**src/rtl/vad_frame_scheduler.sv**
```systemverilog
// Frame-aligned buffer between the MFCC extractor and the classifier: packs coefficient
// words into whole frames, feeds one frame at a time, and smooths predictions with a hangover.
module vad_frame_scheduler #(
  parameter int N_COEF   = 13,
  parameter int FRAMES   = 2,
  parameter int HANGOVER = 8,
  parameter int TIMEOUT  = 4096
) (
  input  logic        clk,
  input  logic        rst,
  input  logic        tvalid_mfcc_feat,
  input  logic [31:0] mfcc_feat,
  output logic        tvalid_cls_feat,
  output logic [31:0] cls_feat,
  output logic        cls_frame_last,
  input  logic        tvalid_prediction,
  input  logic        prediction,
  output logic        LSVC_Done,
  output logic        LSVC_Result,
  output logic        frame_dropped,
  output logic        cls_timeout,
  output logic        busy
);
  localparam int DEPTH = FRAMES * N_COEF;
  localparam int PW    = $clog2(DEPTH);
  localparam int UW    = $clog2(DEPTH + 1);
  localparam int CW    = $clog2(N_COEF);
  localparam int FW    = $clog2(FRAMES + 1);
  localparam int HW    = $clog2(HANGOVER + 1);
  localparam int WW    = $clog2(TIMEOUT);

  typedef logic [PW-1:0] ptr_t;
  typedef enum logic [1:0] {IDLE, FEED, WAIT} state_t;

  function automatic ptr_t wrap_add(ptr_t a, int unsigned b);
    int unsigned s;
    s = 32'(a) + b;
    if (s >= 32'(DEPTH)) s = s - 32'(DEPTH);
    return PW'(s);
  endfunction

  logic [31:0]   mem [DEPTH];
  state_t        state, state_nxt;
  ptr_t          wr_ptr, frame_base, rd_ptr, rd_addr;
  logic [CW-1:0] in_cnt, feed_k;
  logic [UW-1:0] used;
  logic [FW-1:0] frames_ready;
  logic [HW-1:0] hang_cnt;
  logic [WW-1:0] wait_cnt;
  logic          bad;

  logic feed_en, feed_last, in_wait, wait_expired, outcome, outcome_p, timeout_hit;
  logic last_word, wr_en, frame_bad, good_commit, bad_commit;
  int   written, used_nxt;

  // State register
  always_ff @(posedge clk or posedge rst)
    if (rst) state <= IDLE;
    else     state <= state_nxt;

  // Next state
  always_comb begin
    state_nxt = state;
    case (state)
      IDLE:    if (frames_ready != '0) state_nxt = FEED;
      FEED:    if (feed_last) state_nxt = WAIT;
      WAIT:    if (tvalid_prediction || wait_expired) state_nxt = IDLE;
      default: state_nxt = IDLE;
    endcase
  end

  // FSM decode; a real prediction wins over a same-cycle timeout
  always_comb begin
    feed_en      = (state == FEED);
    feed_last    = feed_en && (feed_k == CW'(N_COEF - 1));
    in_wait      = (state == WAIT);
    wait_expired = in_wait && (wait_cnt == WW'(TIMEOUT - 1));
    outcome      = in_wait && (tvalid_prediction || wait_expired);
    outcome_p    = tvalid_prediction ? prediction : 1'b0;
    timeout_hit  = wait_expired && !tvalid_prediction;
    busy         = (state != IDLE);
  end

  // Input side: a frame that lost any word rolls wr_ptr back to its start on its last word
  always_comb begin
    last_word   = tvalid_mfcc_feat && (in_cnt == CW'(N_COEF - 1));
    wr_en       = tvalid_mfcc_feat && (used < UW'(DEPTH));
    frame_bad   = bad || (tvalid_mfcc_feat && !wr_en);
    good_commit = last_word && !frame_bad;
    bad_commit  = last_word && frame_bad;
    written     = int'(wr_ptr) - int'(frame_base);
    if (written < 0) written = written + DEPTH;
    used_nxt    = int'(used);
    if (wr_en && !bad_commit) used_nxt = used_nxt + 1;
    if (bad_commit)           used_nxt = used_nxt - written;
    if (feed_last)            used_nxt = used_nxt - N_COEF;
    rd_addr     = wrap_add(rd_ptr, 32'(feed_k));
  end

  always_ff @(posedge clk)
    if (wr_en) mem[wr_ptr] <= mfcc_feat;

  always_ff @(posedge clk or posedge rst) begin
    if (rst) begin
      wr_ptr <= '0; frame_base <= '0; rd_ptr <= '0; in_cnt <= '0; used <= '0;
      frames_ready <= '0; hang_cnt <= '0; wait_cnt <= '0; feed_k <= '0; bad <= 1'b0;
      tvalid_cls_feat <= 1'b0; cls_feat <= '0; cls_frame_last <= 1'b0;
      LSVC_Done <= 1'b0; LSVC_Result <= 1'b0; frame_dropped <= 1'b0; cls_timeout <= 1'b0;
    end else begin
      if (tvalid_mfcc_feat) in_cnt <= last_word ? '0 : in_cnt + CW'(1);
      if (last_word)                       bad <= 1'b0;
      else if (tvalid_mfcc_feat && !wr_en) bad <= 1'b1;

      if (bad_commit)  wr_ptr <= frame_base;
      else if (wr_en)  wr_ptr <= wrap_add(wr_ptr, 32'd1);
      if (good_commit) frame_base <= wrap_add(wr_ptr, 32'd1);
      frame_dropped <= bad_commit;
      used <= UW'(used_nxt);

      if (good_commit && !feed_last)      frames_ready <= frames_ready + FW'(1);
      else if (!good_commit && feed_last) frames_ready <= frames_ready - FW'(1);

      feed_k          <= (feed_en && !feed_last) ? feed_k + CW'(1) : '0;
      tvalid_cls_feat <= feed_en;
      cls_frame_last  <= feed_last;
      cls_feat        <= feed_en ? mem[rd_addr] : '0;
      if (feed_last) rd_ptr <= wrap_add(rd_ptr, 32'(N_COEF));

      if (feed_last)              wait_cnt <= '0;
      else if (in_wait && !outcome) wait_cnt <= wait_cnt + WW'(1);

      LSVC_Done   <= outcome;
      cls_timeout <= timeout_hit;
      if (outcome) begin
        if (outcome_p) begin
          hang_cnt    <= HW'(HANGOVER);
          LSVC_Result <= 1'b1;
        end else if (hang_cnt != '0) begin
          hang_cnt    <= hang_cnt - HW'(1);
          LSVC_Result <= 1'b1;
        end else begin
          LSVC_Result <= 1'b0;
        end
      end
    end
  end
endmodule

```
**config.mk**
```make
export PLATFORM = sky130hd
export DESIGN_NAME = vad_frame_scheduler
export DESIGN_NICKNAME = d
export VERILOG_FILES = /design/src/rtl/vad_frame_scheduler.sv
export SDC_FILE = /design/constraint.sdc
export NUM_CORES = 1
export LEC_CHECK = 0
export ABC_CLOCK_PERIOD_IN_PS = 3200
export CORE_UTILIZATION = 40
export DETAILED_ROUTE_END_ITERATION = 10
export PLACE_DENSITY = 0.56
export REMOVE_ABC_BUFFERS = 1
export SLEW_MARGIN = 20
export SYNTH_ARGS = -nofsm -noshare
export SYNTH_HDL_FRONTEND = slang
export SYNTH_SLANG_ARGS = --single-unit
```
**constraint.sdc**
```tcl
create_clock -name clk -period 3.2 [get_ports clk]
set_clock_uncertainty 0.05 [all_clocks]
set_input_delay 0.64 -clock clk [delete_from_list [all_inputs] [get_ports clk]]
set_output_delay 0.64 -clock clk [all_outputs]
set_load 0.1 [all_outputs]
```
==> results of run 1 <==
## worst paths after layout
kind / cells past startpoint / to / slack, ns
worst min register to register: 2 / frame_base[4] / 0.43
max in group asynchronous: 3 / cls_feat[3] / 2.10
min in group clk: 2 / frame_base[4] / 0.43
worst max-delay path: 15 / cls_feat[2] / -0.34
worst max register to register: 15 / cls_feat[2] / -0.34
worst min-delay path: 2 / cls_frame_last / 0.31
## layout make-up
cell class                 count  area [um2]
fill                        7611       46340
timing repair buffer         392        4636
antenna                        3       7.507
tap                         1265        1583
clock buffer                 126        2576
multi-input combinational   1219       11920
clock inverter                52       518.0
sequential                   919       27160
inverter                      34       130.1
## logic make-up (layout without fill, tap and decap cells)
kind of cell | count (synthesis) | in the layout | share of synthesized area, %
XOR/XNOR | 49 | 49 | 1.177
buffers and inverters | 196 | 604 | 1.994
adder cells (fa/ha/maj) | 37 | 37 | 1.268
other | 0 | 3 | 0
multiplexers | 176 | 176 | 8.761
AND/OR/NAND/NOR | 412 | 412 | 5.358
AO/OA/AOI/OAI | 545 | 545 | 10.48
flip-flops | 919 | 919 | 70.96
## sequential cells by signal, indices dropped and copies added (netlist names), 2 cells and up
name and count:
frame_base 5, frames_ready 2, rd_ptr 5, cls_feat 32, used 5, mem 832, wr_ptr 5, feed_k 4
state 2, in_cnt 4, hang_cnt 4, wait_cnt 12
## layer usage
metal / routed length [um] / track usage (%) / vias up
met5: 16 / 0 / -
met4: 3093 / 6.773 / 4
met3: 8365 / 3.714 / 191
met1: 46570 / 30.25 / 12540
met2: 54620 / 36.31 / 987
li1: - / - / 10280
## layout by cell type (no fill, tap or decap), types with 33 or more instances in the layout
master	n
nor2b_1	65
dfrtp_1	87
mux4_2	127
nand2_1	104
buf_4	224
nor4_2	39
a2bb2oi_1	63
edfxtp_1	832
buf_12	88
a21oi_1	68
clkdlybuf4s50_1	36
o21ai_0	54
clkbuf_16	109
nor2_1	72
mux2i_1	46
o22ai_2	33
a221oi_1	167
## worst max-delay path, cell delays in order, from the launching register on
cell and delay (ns):
dfrtp_1 0.41, ha_4 0.18, fa_2 0.36, a211oi_4 0.29, nor2_4 0.09, o41ai_4 0.36, buf_6 0.19, buf_4 0.14
nand2_2 0.09, xnor2_4 0.27, buf_12 0.15, clkbuf_16 0.17, o21ai_0 0.11, nor4_2 0.35, buf_4 0.17, nor4_1 0.04
## metrics by stage
step / TNS, ns / std cells / cell area (um2) / hold slack, ns / worst slack, ns
after global placement: -10.75 / 3776 / 43190 / 0.4076 / -0.6875
after detailed placement: -11.76 / 3776 / 43190 / 0.4217 / -0.7279
after floorplan: -216.26 / 2172 / 37640 / 0.3923 / -6.807
after CTS: -7.338 / 3967 / 47090 / 0.2913 / -0.2759
after global routing: -12.58 / 4008 / 48530 / 0.3299 / -0.4554
final: -8.544 / 4010 / 48530 / 0.3097 / -0.3424
## timing repair
action / in CTS / in global routing
endpoints found under the setup margin: 34 / 35
pin swaps: 23 / 34
hold endpoints to repair: 0 / 0
resized for setup: 96 / 161
setup buffers: 8 / 25
gates cloned: 5 / 15
## Yosys cell counts (10+ instances only)
cell type  count  share of area [%]
nor2b_1       66                1.1
dfrtp_1       87                5.7
o22ai_1       64                1.0
mux4_2       127                7.5
a211oi_1      11               0.22
xnor2_1       26               0.59
o21ai_0       63               0.82
xor2_1        21               0.48
ha_1          34                1.1
a2bb2oi_1     64                1.5
nor3_1        10               0.13
nand2_1      106                1.0
nand3_1       15               0.20
a221oi_1     191                4.4
clkbuf_1     126                1.2
edfxtp_1     832                 65
buf_1         16               0.16
nor4_1        65                1.1
inv_1         32               0.31
o31ai_1       33               0.65
a21oi_1       86                1.1
buf_2         19               0.25
nor2_1       101               0.99
mux2i_1       47                1.2
==> results.cfg, run 1 <==
[status]
status = complete, but fails checks
failed_checks = setup timing

[critical_path]
worstPathMaxFanout = 7
r2r-start = rd_ptr[0]
worstSetupEndpointType = flop
startpoint = rd_ptr[0]
cp.arrival_ns = 4.04
worstSetupStartpointType = flop
required_ns = 3.69
critical_path_class = reg2reg

[die]
io_pins = 76
rows = 113
start_util_pct = 40.34
die_y_um = 311.3
fp.dieW_um = 311.3
die_area_um2 = 96930
core-area_um2 = 94870

[sta]
tightest_slew_ns = 1.060
slew_headroom_pct = 29.13
finalHoldViolCount = 0
setup_violations = 32
rsz0062_at_grt = yes
slew_viol_final = 0
fmax_mhz = 282.3
min_period_ns = 3.542
period_share_pct = 110.7
fin_ws_ns = -0.3424

[synthesis]
ys_warn_count = 0
synthFlopType = edfxtp_1
yosysSeqAreaShare_pct = 70.96
synth-edff-count = 832
async_flop_share_pct = 9.467
yosysUniqueCellTypes = 63
netlist_area_um2 = 38270
syn-instance-count = 2334
synth_seq_cells = 919
postSynthAreaPerCell_um2 = 16.40

[global_routing]
grt_pass1_wl_um = 158700
first_global_vias = 24110
gr-total-overflow = 0
grt_use_total_pct = 22.15
antenna_found_initial = 4
grt_max_degree = 72

[drt]
ant_nets = 0
drc_errors = 0
wl_per_cell_um = 28.10
drt-total-wl_um = 112700
drtIter0Drc = 2253
vias = 24000
drt_first_pass_iters = 5
avgViaCountPerCell = 5.986

[final_layout]
utilization_pct = 51.16
area_growth_pct = 26.80
drive_gt1_share_pct = 30.93
fin_nets = 2737

[clocking]
cts_tree = done
h-tree-depth = 3
clkTransAtPathRegs_ns = 0.07
clock_path_buffers = 3
root_buffer = clkbuf_16
cts_sinks = 919
hold_buffers = 0
clk_latency_ns = 0.68
cts_buffers = 97

[placement]
io_buffer_count = 75
routabilityCongestion = 0.8256
dpl.hpwl_um = 64060

[hold_path]
hp-class = in2async

[run]
max_cap_viol_count = 0
Power of run 1 is not shown: default switching activity piles up to over one toggle a cycle in this logic, so the estimate is an artifact.
==> inputs of run 2 (changes only) <==
- ABC_CLOCK_PERIOD_IN_PS: 3200 -> 3500
- GPL_TIMING_DRIVEN: not set -> 0
- PLACE_DENSITY: 0.56 -> 0.54
- SETUP_SLACK_MARGIN: not set -> 0.4
- clock period: 3.2 -> 3.5 ns (I/O delays scaled with it)
==> results.cfg, run 2 (same netlist as run 1, synthesis figures left out) <==
[drt]
drt-total-wl_um = 112500
wl_per_cell_um = 28.48
avgViaCountPerCell = 6.059
ant_nets = 0
drc_errors = 0
vias = 23930
drt_first_pass_iters = 6
drtIter0Drc = 2242

[global_routing]
grt_use_total_pct = 22.61
grt_max_degree = 72
use_met1_pct = 29.70
grtUsageMet2_pct = 37.14
gr-total-overflow = 0
gr-usage-met3_pct = 3.447
antenna_found_initial = 2
top_usage_layer = met2
grt_pass1_wl_um = 161300
first_global_vias = 24270

[final_layout]
top_regs = mem x832, cls_feat x32, wait_cnt x12
fin_nets = 2676
final_common_cell = edfxtp_1
top_register = mem
drive_gt1_share_pct = 29.68
fin_area_um2 = 49370
num_antenna_cells = 0
largest_reg_flops = 832
mostFrequentLayoutCells = edfxtp_1, a221oi_1, mux4_2, nand2_1, clkbuf_16
area_growth_pct = 28.99

[critical_path]
worstPathMaxFanout = 5
required_ns = 3.98
critical_path_class = reg2reg
rrSetupSlack_ns = -0.74
worstSetupStartpointType = flop
worstSetupEndpointType = flop
worstRegToRegCells = 16
cp.arrival_ns = 4.72

[sta]
period_share_pct = 121.3
whs_ns = 0.3485
fin_ws_ns = -0.7449
rsz0062_at_grt = yes
fmax_mhz = 235.6
finalHoldViolCount = 0
slew_viol_final = 0
fin_tns_setup_ns = -19.59
slew_headroom_pct = 34.09
tightest_slew_ns = 0.9856
min_period_ns = 4.245
setup_violations = 32

[clocking]
clkTransAtPathRegs_ns = 0.06
root_buffer = clkbuf_16
cts_buffers = 98
clk_latency_ns = 0.69
h-tree-depth = 3
cts_tree = done
clock_path_buffers = 3
cts_sinks = 919

[die]
io_pins = 76
start_util_pct = 40.34
fp.dieW_um = 311.3
die_area_um2 = 96930
rows = 113
core-area_um2 = 94870
die_y_um = 311.3

[run]
max_cap_viol_count = 0

[status]
status = complete, but fails checks
failed_checks = setup timing

[placement]
dpl.hpwl_um = 61640
io_buffer_count = 75
routabilityCongestion = 0.7610
dpl_cell_area_um2 = 42320
place_ws_ns = -3.261

[hold_path]
hp-class = in2async
[run 2: cell type report]
type	count	area, um2
fillers	7445	45500
flip-flops and latches	919	27170
multi-input cells	1231	12660
repair buffers	317	4569
clock buffers	134	2700
well taps	1265	1583
clock inverters	49	525.5
inverters	34	151.4
repair inverters	1	8.758
[run 2: stage by stage]
| stage | util (%) | std cells |
|---|---|---|
| after floorplan | - | 2172 |
| after global placement | 42.13 | 3512 |
| after detailed placement | 44.61 | 3602 |
| after CTS | 51.25 | 3924 |
| after global routing | 52.04 | 3950 |
| final | 52.04 | 3950 |
[run 2: critical path: stages (launching register included)]
cell	delay [ns]
dfrtp_2	0.43
ha_4	0.18
fa_4	0.84
buf_12	0.15
inv_16	0.04
buf_16	0.14
buf_4	0.16
buf_4	0.17
ha_1	0.41
mux2i_4	0.12
buf_12	0.19
buf_16	0.15
buf_4	0.16
nand2b_4	0.10
buf_4	0.19
nor2_1	0.09
nor4_4	0.49
[run 2: layer usage]
layer  share of wire (%)  wire, um
met1                  40     45080
met2                  48     54520
met3                 7.0      7910
met4                 4.4      4985
met5               0.012        13
[run 2: worst paths after layout]
kind	startpoint	endpoint
worst max register to register	feed_k[0]	cls_feat[6]
max in group asynchronous	rst	cls_feat[8]
worst max-delay path	feed_k[0]	cls_feat[6]
worst min-delay path	rst	in_cnt[0]
worst min register to register	frame_base[3]	frame_base[3]
min in group clk	frame_base[3]	frame_base[3]
[run 2: timing repair]
action / CTS / global route
cloned: 15 / 4
hold buffers: 0 / 0
pin swaps: 78 / 25
endpoints found under the setup margin: 112 / 67
setup buffers: 124 / 22
gates resized for setup: 251 / 83
Power of run 2 is left out for the same reason.
